$ cat src/rtl/nmea_rmc_capture_if.sv
// Bus between the GPS byte stream / readout side and the RMC capture controller.
// The slave modport is the controller; the master modport is the side that feeds it.
interface nmea_rmc_capture_if #(
    parameter int AW = 6
);
    logic [7:0]  rx_data;
    logic        rx_valid;
    logic        rd_lock;
    logic        buf_we;
    logic [AW:0] buf_waddr;
    logic [7:0]  buf_wdata;
    logic        rd_bank;
    logic        frame_valid;
    logic [AW:0] frame_len;
    logic        cksum_err;
    logic        ovf_err;

    modport master (
        output rx_data, rx_valid, rd_lock,
        input  buf_we, buf_waddr, buf_wdata, rd_bank, frame_valid, frame_len,
        input  cksum_err, ovf_err
    );

    modport slave (
        input  rx_data, rx_valid, rd_lock,
        output buf_we, buf_waddr, buf_wdata, rd_bank, frame_valid, frame_len,
        output cksum_err, ovf_err
    );
endinterface

$ cat src/rtl/nmea_rmc_capture_ctrl.sv
// Write-side controller and bank arbiter for a double-banked $GPRMC sentence buffer:
// hunts '$', matches the header, stores the sentence, checks the XOR checksum and swaps banks.
module nmea_rmc_capture_ctrl #(
    parameter int BUF_DEPTH = 64
) (
    input  logic               clk,
    input  logic               rst_n,
    nmea_rmc_capture_if.slave  bus
);
    localparam int AW = $clog2(BUF_DEPTH);
    localparam logic [AW:0] IDX_FULL = (AW+1)'(BUF_DEPTH);
    localparam logic [AW:0] IDX_ONE  = (AW+1)'(1);
    localparam logic [AW:0] IDX_HDR_LAST = (AW+1)'(5);

    localparam logic [2:0] ST_HUNT = 3'd0;
    localparam logic [2:0] ST_HDR  = 3'd1;
    localparam logic [2:0] ST_BODY = 3'd2;
    localparam logic [2:0] ST_CK1  = 3'd3;
    localparam logic [2:0] ST_CK2  = 3'd4;

    localparam logic [7:0] CH_DOLLAR = 8'h24;
    localparam logic [7:0] CH_STAR   = 8'h2A;

    logic [2:0]    state_reg, state_next;
    logic [AW:0]   idx_reg, idx_next;
    logic [7:0]    chk_reg, chk_next;
    logic [3:0]    hi_reg, hi_next;
    logic          hi_ok_reg, hi_ok_next;
    logic          we_reg, we_next;
    logic [AW:0]   waddr_reg, waddr_next;
    logic [7:0]    wdata_reg, wdata_next;
    logic          rd_bank_reg, rd_bank_next;
    logic [AW:0]   len_reg, len_next;
    logic          pend_reg, pend_next;
    logic [AW:0]   plen_reg, plen_next;
    logic          fv_reg, fv_next;
    logic          ck_reg, ck_next;
    logic          ov_reg, ov_next;

    logic          is_dollar;
    logic          frame_good;
    logic [4:0]    lo_dec;

    // Returns {valid, nibble}; only upper-case hex digits are accepted.
    function automatic logic [4:0] hex_val(input logic [7:0] c);
        logic [4:0] r;
        r = 5'd0;
        if (c >= 8'h30 && c <= 8'h39)
            r = {1'b1, 4'(c - 8'h30)};
        else if (c >= 8'h41 && c <= 8'h46)
            r = {1'b1, 4'(c - 8'h37)};
        return r;
    endfunction

    function automatic logic [7:0] hdr_char(input logic [AW:0] i);
        logic [7:0] r;
        case (i)
            (AW+1)'(1): r = 8'h47;  // G
            (AW+1)'(2): r = 8'h50;  // P
            (AW+1)'(3): r = 8'h52;  // R
            (AW+1)'(4): r = 8'h4D;  // M
            (AW+1)'(5): r = 8'h43;  // C
            default:    r = 8'h00;
        endcase
        return r;
    endfunction

    assign is_dollar = bus.rx_valid && (bus.rx_data == CH_DOLLAR);
    assign lo_dec    = hex_val(bus.rx_data);

    // Byte-level parser: decides the write for this byte and the next parse state.
    always_comb begin
        state_next = state_reg;
        idx_next   = idx_reg;
        chk_next   = chk_reg;
        hi_next    = hi_reg;
        hi_ok_next = hi_ok_reg;
        we_next    = 1'b0;
        waddr_next = {~rd_bank_reg, idx_reg[AW-1:0]};
        wdata_next = bus.rx_data;
        frame_good = 1'b0;
        ck_next    = 1'b0;
        ov_next    = 1'b0;

        if (is_dollar) begin
            // A '$' always restarts capture, discarding any partial sentence.
            we_next    = 1'b1;
            waddr_next = {~rd_bank_reg, {AW{1'b0}}};
            idx_next   = IDX_ONE;
            chk_next   = 8'h00;
            state_next = ST_HDR;
        end else if (bus.rx_valid) begin
            case (state_reg)
                ST_HDR: begin
                    if (bus.rx_data == hdr_char(idx_reg)) begin
                        we_next  = 1'b1;
                        chk_next = chk_reg ^ bus.rx_data;
                        idx_next = idx_reg + IDX_ONE;
                        if (idx_reg == IDX_HDR_LAST)
                            state_next = ST_BODY;
                    end else begin
                        state_next = ST_HUNT;
                    end
                end
                ST_BODY, ST_CK1, ST_CK2: begin
                    if (idx_reg == IDX_FULL) begin
                        ov_next    = 1'b1;
                        state_next = ST_HUNT;
                    end else begin
                        we_next  = 1'b1;
                        idx_next = idx_reg + IDX_ONE;
                        if (state_reg == ST_BODY) begin
                            if (bus.rx_data == CH_STAR)
                                state_next = ST_CK1;
                            else
                                chk_next = chk_reg ^ bus.rx_data;
                        end else if (state_reg == ST_CK1) begin
                            {hi_ok_next, hi_next} = hex_val(bus.rx_data);
                            state_next = ST_CK2;
                        end else begin
                            if (hi_ok_reg && lo_dec[4] && ({hi_reg, lo_dec[3:0]} == chk_reg))
                                frame_good = 1'b1;
                            else
                                ck_next = 1'b1;
                            state_next = ST_HUNT;
                        end
                    end
                end
                default: ;
            endcase
        end
    end

    // Bank arbitration: a good frame swaps immediately unless the reader holds its bank.
    always_comb begin
        rd_bank_next = rd_bank_reg;
        len_next     = len_reg;
        pend_next    = pend_reg;
        plen_next    = plen_reg;
        fv_next      = 1'b0;

        if (frame_good) begin
            if (!bus.rd_lock) begin
                rd_bank_next = ~rd_bank_reg;
                len_next     = idx_reg + IDX_ONE;
                fv_next      = 1'b1;
                pend_next    = 1'b0;
            end else begin
                pend_next = 1'b1;
                plen_next = idx_reg + IDX_ONE;
            end
        end else if (is_dollar) begin
            // The held sentence lives in the write bank, which is about to be overwritten.
            pend_next = 1'b0;
        end else if (pend_reg && !bus.rd_lock) begin
            rd_bank_next = ~rd_bank_reg;
            len_next     = plen_reg;
            fv_next      = 1'b1;
            pend_next    = 1'b0;
        end
    end

    always_ff @(posedge clk or negedge rst_n) begin
        if (!rst_n) begin
            state_reg   <= ST_HUNT;
            idx_reg     <= '0;
            chk_reg     <= '0;
            hi_reg      <= '0;
            hi_ok_reg   <= 1'b0;
            we_reg      <= 1'b0;
            waddr_reg   <= '0;
            wdata_reg   <= '0;
            rd_bank_reg <= 1'b0;
            len_reg     <= '0;
            pend_reg    <= 1'b0;
            plen_reg    <= '0;
            fv_reg      <= 1'b0;
            ck_reg      <= 1'b0;
            ov_reg      <= 1'b0;
        end else begin
            state_reg   <= state_next;
            idx_reg     <= idx_next;
            chk_reg     <= chk_next;
            hi_reg      <= hi_next;
            hi_ok_reg   <= hi_ok_next;
            we_reg      <= we_next;
            waddr_reg   <= waddr_next;
            wdata_reg   <= wdata_next;
            rd_bank_reg <= rd_bank_next;
            len_reg     <= len_next;
            pend_reg    <= pend_next;
            plen_reg    <= plen_next;
            fv_reg      <= fv_next;
            ck_reg      <= ck_next;
            ov_reg      <= ov_next;
        end
    end

    assign bus.buf_we      = we_reg;
    assign bus.buf_waddr   = waddr_reg;
    assign bus.buf_wdata   = wdata_reg;
    assign bus.rd_bank     = rd_bank_reg;
    assign bus.frame_valid = fv_reg;
    assign bus.frame_len   = len_reg;
    assign bus.cksum_err   = ck_reg;
    assign bus.ovf_err     = ov_reg;
endmodule

$ cat src/flat_wrapper.sv
// flat-port wrapper written by rule: the top's interface ports become plain ports
module nmea_rmc_capture_ctrl_flat 
#(
    parameter int BUF_DEPTH = 64
)
  (clk, rst_n, bus_rx_data, bus_rx_valid, bus_rd_lock, bus_buf_we, bus_buf_waddr, bus_buf_wdata, bus_rd_bank, bus_frame_valid, bus_frame_len, bus_cksum_err, bus_ovf_err);
  nmea_rmc_capture_if #(.AW(6)) bus_i ();
  input  logic clk;
  input  logic rst_n;
  input wire logic [$bits(bus_i.rx_data)-1:0] bus_rx_data;
  input wire logic [$bits(bus_i.rx_valid)-1:0] bus_rx_valid;
  input wire logic [$bits(bus_i.rd_lock)-1:0] bus_rd_lock;
  output wire logic [$bits(bus_i.buf_we)-1:0] bus_buf_we;
  output wire logic [$bits(bus_i.buf_waddr)-1:0] bus_buf_waddr;
  output wire logic [$bits(bus_i.buf_wdata)-1:0] bus_buf_wdata;
  output wire logic [$bits(bus_i.rd_bank)-1:0] bus_rd_bank;
  output wire logic [$bits(bus_i.frame_valid)-1:0] bus_frame_valid;
  output wire logic [$bits(bus_i.frame_len)-1:0] bus_frame_len;
  output wire logic [$bits(bus_i.cksum_err)-1:0] bus_cksum_err;
  output wire logic [$bits(bus_i.ovf_err)-1:0] bus_ovf_err;
  assign bus_i.rx_data = bus_rx_data;
  assign bus_i.rx_valid = bus_rx_valid;
  assign bus_i.rd_lock = bus_rd_lock;
  assign bus_buf_we = bus_i.buf_we;
  assign bus_buf_waddr = bus_i.buf_waddr;
  assign bus_buf_wdata = bus_i.buf_wdata;
  assign bus_rd_bank = bus_i.rd_bank;
  assign bus_frame_valid = bus_i.frame_valid;
  assign bus_frame_len = bus_i.frame_len;
  assign bus_cksum_err = bus_i.cksum_err;
  assign bus_ovf_err = bus_i.ovf_err;
  nmea_rmc_capture_ctrl #(.BUF_DEPTH(BUF_DEPTH)) u_core (.clk(clk), .rst_n(rst_n), .bus(bus_i));
endmodule
$ cat config.mk
export PLATFORM = sky130hd
export DESIGN_NAME = nmea_rmc_capture_ctrl_flat
export DESIGN_NICKNAME = d
export VERILOG_FILES = /design/src/rtl/nmea_rmc_capture_if.sv /design/src/rtl/nmea_rmc_capture_ctrl.sv /design/src/flat_wrapper.sv
export SDC_FILE = /design/constraint.sdc
export NUM_CORES = 1
export LEC_CHECK = 0
export CAP_MARGIN = 20
export CORE_MARGIN = 5
export CORE_UTILIZATION = 56
export CTS_CLUSTER_SIZE = 28
export DETAILED_ROUTE_END_ITERATION = 8
export GPL_TIMING_DRIVEN = 0
export PLACE_DENSITY_LB_ADDON = 0.1
export SYNTH_ARGS = -nofsm -noshare
export SYNTH_HDL_FRONTEND = slang
export SYNTH_SLANG_ARGS = --single-unit
$ cat constraint.sdc
create_clock -name clk -period 3.2 [get_ports clk]
set_input_delay 0.64 -clock clk [delete_from_list [all_inputs] [get_ports clk]]
set_output_delay 0.64 -clock clk [all_outputs]
set_load 0.005 [all_outputs]
==> flow_metrics.tcl <==
set metrics [dict create \
    whs_ps 298 \
    antenna_left 0 \
    syn_nets 353 \
    avgRoutedWirePerCell_um 16.8 \
    grt.overflow.total 0 \
    vias 2744 \
    critPathKind "input port to flop" \
    setup_viol 0 \
    diodes 0 \
    leakagePower_nw 1.88 \
    grt_pass1_wl_um 13500 \
    cp-end-kind "flop" \
    path_clk_slew_ps 70 \
    final.setup.tns_ps 0 \
    synth-edff-count 0 \
    synth-warning-count 0 \
    hpwlAfterDp_um 5570 \
    syn_area_per_cell_um2 9.86 \
    cts_inserted_buffers 9 \
    syn2layout_area_growth_pct 24.1 \
    finalCriticalPeriod_ps 3090 \
    synth_cells 333 \
    wl_um 7840 \
    p_per_area_nw_per_um2 368 \
    yosysTopAreaCellShare_pct 44.2 \
    core_area_um2 5610 \
    clockBufferDepth 2 \
    layout-drive-gt1-share_pct 14.5 \
    p_clk_share_pct 41.5 \
    async_reset_ff_share_pct 100 \
    timing.rr.start "u_core.idx_reg[3]$_DFFE_PN0P_" \
    required_ps 3420 \
    ff2ff_setup_slack_ps 210 \
    cts-root-buf "clkbuf_8" \
    cp_max_fo 10 \
    swShare_pct 23.9 \
    antenna_found_initial 0 \
    ctsHtreeMaxLevel 3 \
    nets 409 \
    arrival_ps 3300 \
    reg2reg_depth 7 \
    die_x_um 86.6 \
    p_switching_w 0.000358 \
    synth_area_um2 3280 \
    intPower_w 0.00114 \
    synthFlopType "dfrtp_1" \
    start_kind "input port" \
    rows 27 \
    yosysTopAreaCell "dfrtp_1" \
    synth_area_leaders "dfrtp_1 (44%), mux2i_1 (4.0%), a21oi_1 (3.7%), xnor2_1 (3.2%), nand2_1 (3.1%)" \
    seq_power_share_pct 49.9 \
    cts_hold_buffers 0 \
    grt_pass1_vias 2710 \
    ys_seq_area_share_pct 44.2 \
    pre_cts_slack_ps -1110 \
    die_area_um2 7490 \
    pin_count 39 \
    drtIter0Drc 217 \
    synth.distinct_cells 63 \
    hold_path.class "input port to asynchronous set/reset pin" \
    fin_ws_ps 115 \
    drt-pass1-iter-count 5 \
    run_status "finished clean" \
    clock_latency_ps 340 \
    max_cap_violations 0 \
    gp_congestion 0.882 \
    viasPerCell 5.89 \
    clock_skew_ps 10.6 \
    pwr-share-comb_pct 8.6 \
    die_h_um 86.6 \
    initial_core_util_pct 58.5 \
    synth_seq_cells 58 \
    cts_tree "done" \
    portBuffers 37 \
    tightestPinTransition_ps 662 \
    r2r_end "u_core.idx_reg[0]$_DFFE_PN0P_" \
    drc 0 \
    peakVddDrop_uv 265 \
    fmax_mhz 324 \
    design_power_total_w 0.00150 \
    hold_viol 0 \
    numClockSinks 58 \
    slew_viol_final 0 \
    track_usage_pct 23.0 \
    fin_crit_sh_pct 96.4 \
    relSlewSlack_pct 55.5 \
    fin_util_pct 72.6 \
    grt_max_degree 33 \
]
-- metrics by stage --
step | cell area, µm² | cells
finish | 4070 | 466
global route | 4070 | 466
CTS | 4040 | 464
detailed placement | 3760 | 443
global placement | 3750 | 442
floorplan | 3290 | 333
-- power groups by stage --
stage	combinational [W]	clock [W]	sequential, W
after floorplan	0.0000580	0	0.000762
after global placement	0.000118	0	0.000761
after detailed placement	0.000123	0	0.000761
after CTS	0.000127	0.000624	0.000748
after global routing	0.000141	0.000667	0.000749
final	0.000129	0.000622	0.000748
-- per-layer routing --
metal | global-route usage, % | wire [µm] | vias up
met5 | 0 | 0 | -
met4 | 8.50 | 100 | 0
met3 | 4.09 | 449 | 15
met2 | 34.6 | 3690 | 97
met1 | 33.3 | 3600 | 1326
li1 | - | - | 1306
-- synthesized netlist by cell type, drive strengths merged, types with 3 or more instances --
library cell / instances
nor3: 4
a221o: 5
nor3b: 5
o21ai: 12
nor4: 4
mux2i: 13
nor2b: 5
nand2: 27
a21oi: 24
o211ai: 12
xor2: 4
dfrtp: 58
nand2b: 8
mux2: 5
nor2: 23
inv: 17
nand3: 10
nor4b: 6
and2: 8
buf: 3
ha: 8
xnor2: 13
clkbuf: 15
-- layout by cell type (no fill, tap or decap), types with 9 or more instances in the layout --
master	synthesis	routed
mux2i_1	13	13
o21ai_0	11	11
o211ai_1	12	12
nand2_1	27	27
nand3_1	10	9
clkdlybuf4s50_1	0	31
nor2_1	23	23
inv_1	17	17
xnor2_1	12	11
clkbuf_8	0	13
a21oi_1	24	21
dfrtp_1	58	57
clkbuf_1	14	13
-- kinds of logic (layout without fill, tap and decap cells) --
logic type	Yosys count	in the layout	share of synthesized area, %
multiplexers	18	18	5.68
XOR/XNOR	17	17	4.77
AND/OR/NAND/NOR	120	120	22.0
adder cells (fa/ha/maj)	8	8	3.05
flip-flops	58	58	44.2
buffers and inverters	35	96	4.35
AO/OA/AOI/OAI	77	77	15.9
-- worst max path at each step --
| stage | start | endpoint | cells after the start |
|---|---|---|---|
| 2_1_floorplan | bus_rx_data[1] | u_core.bus.frame_len[2]$_DFFE_PN0P_ | 10 |
| 3_3_place_gp | bus_rx_data[1] | u_core.bus.frame_len[3]$_DFFE_PN0P_ | 11 |
| 3_5_place_dp | bus_rx_data[1] | u_core.bus.frame_len[6]$_DFFE_PN0P_ | 11 |
| 4_1_cts | bus_rx_data[3] | u_core.bus.frame_len[2]$_DFFE_PN0P_ | 12 |
| 5_1_grt | bus_rx_data[2] | u_core.plen_reg[1]$_DFFE_PN0P_ | 10 |
| 6_report | bus_rx_data[2] | u_core.plen_reg[1]$_DFFE_PN0P_ | 10 |
-- final cells by class --
type | count | area (µm²)
plain buffers | 18 | 100
clock buffers | 14 | 173
clock inverters | 2 | 10.0
fillers | 442 | 1540
inverters | 17 | 63.8
multi-input cells | 240 | 1750
flip-flops and latches | 58 | 1450
well taps | 72 | 90.1
repair buffers | 45 | 433
-- critical path, cell delays in order --
cell and delay, ps:
clkdlybuf4s50_1 540, buf_2 240, nand2b_1 130, o22ai_1 80
a21oi_2 230, mux2_2 390, nor4_4 250, buf_4 190
nand3_2 210, mux2_1 380
-- repair_timing --
item	4_1_cts	5_1_grt
pin swaps	4	2
gates resized for setup	17	14
setup endpoints to repair	20	20
buffers inserted	5	2
Note: power is estimated with default switching activity, not from simulation.
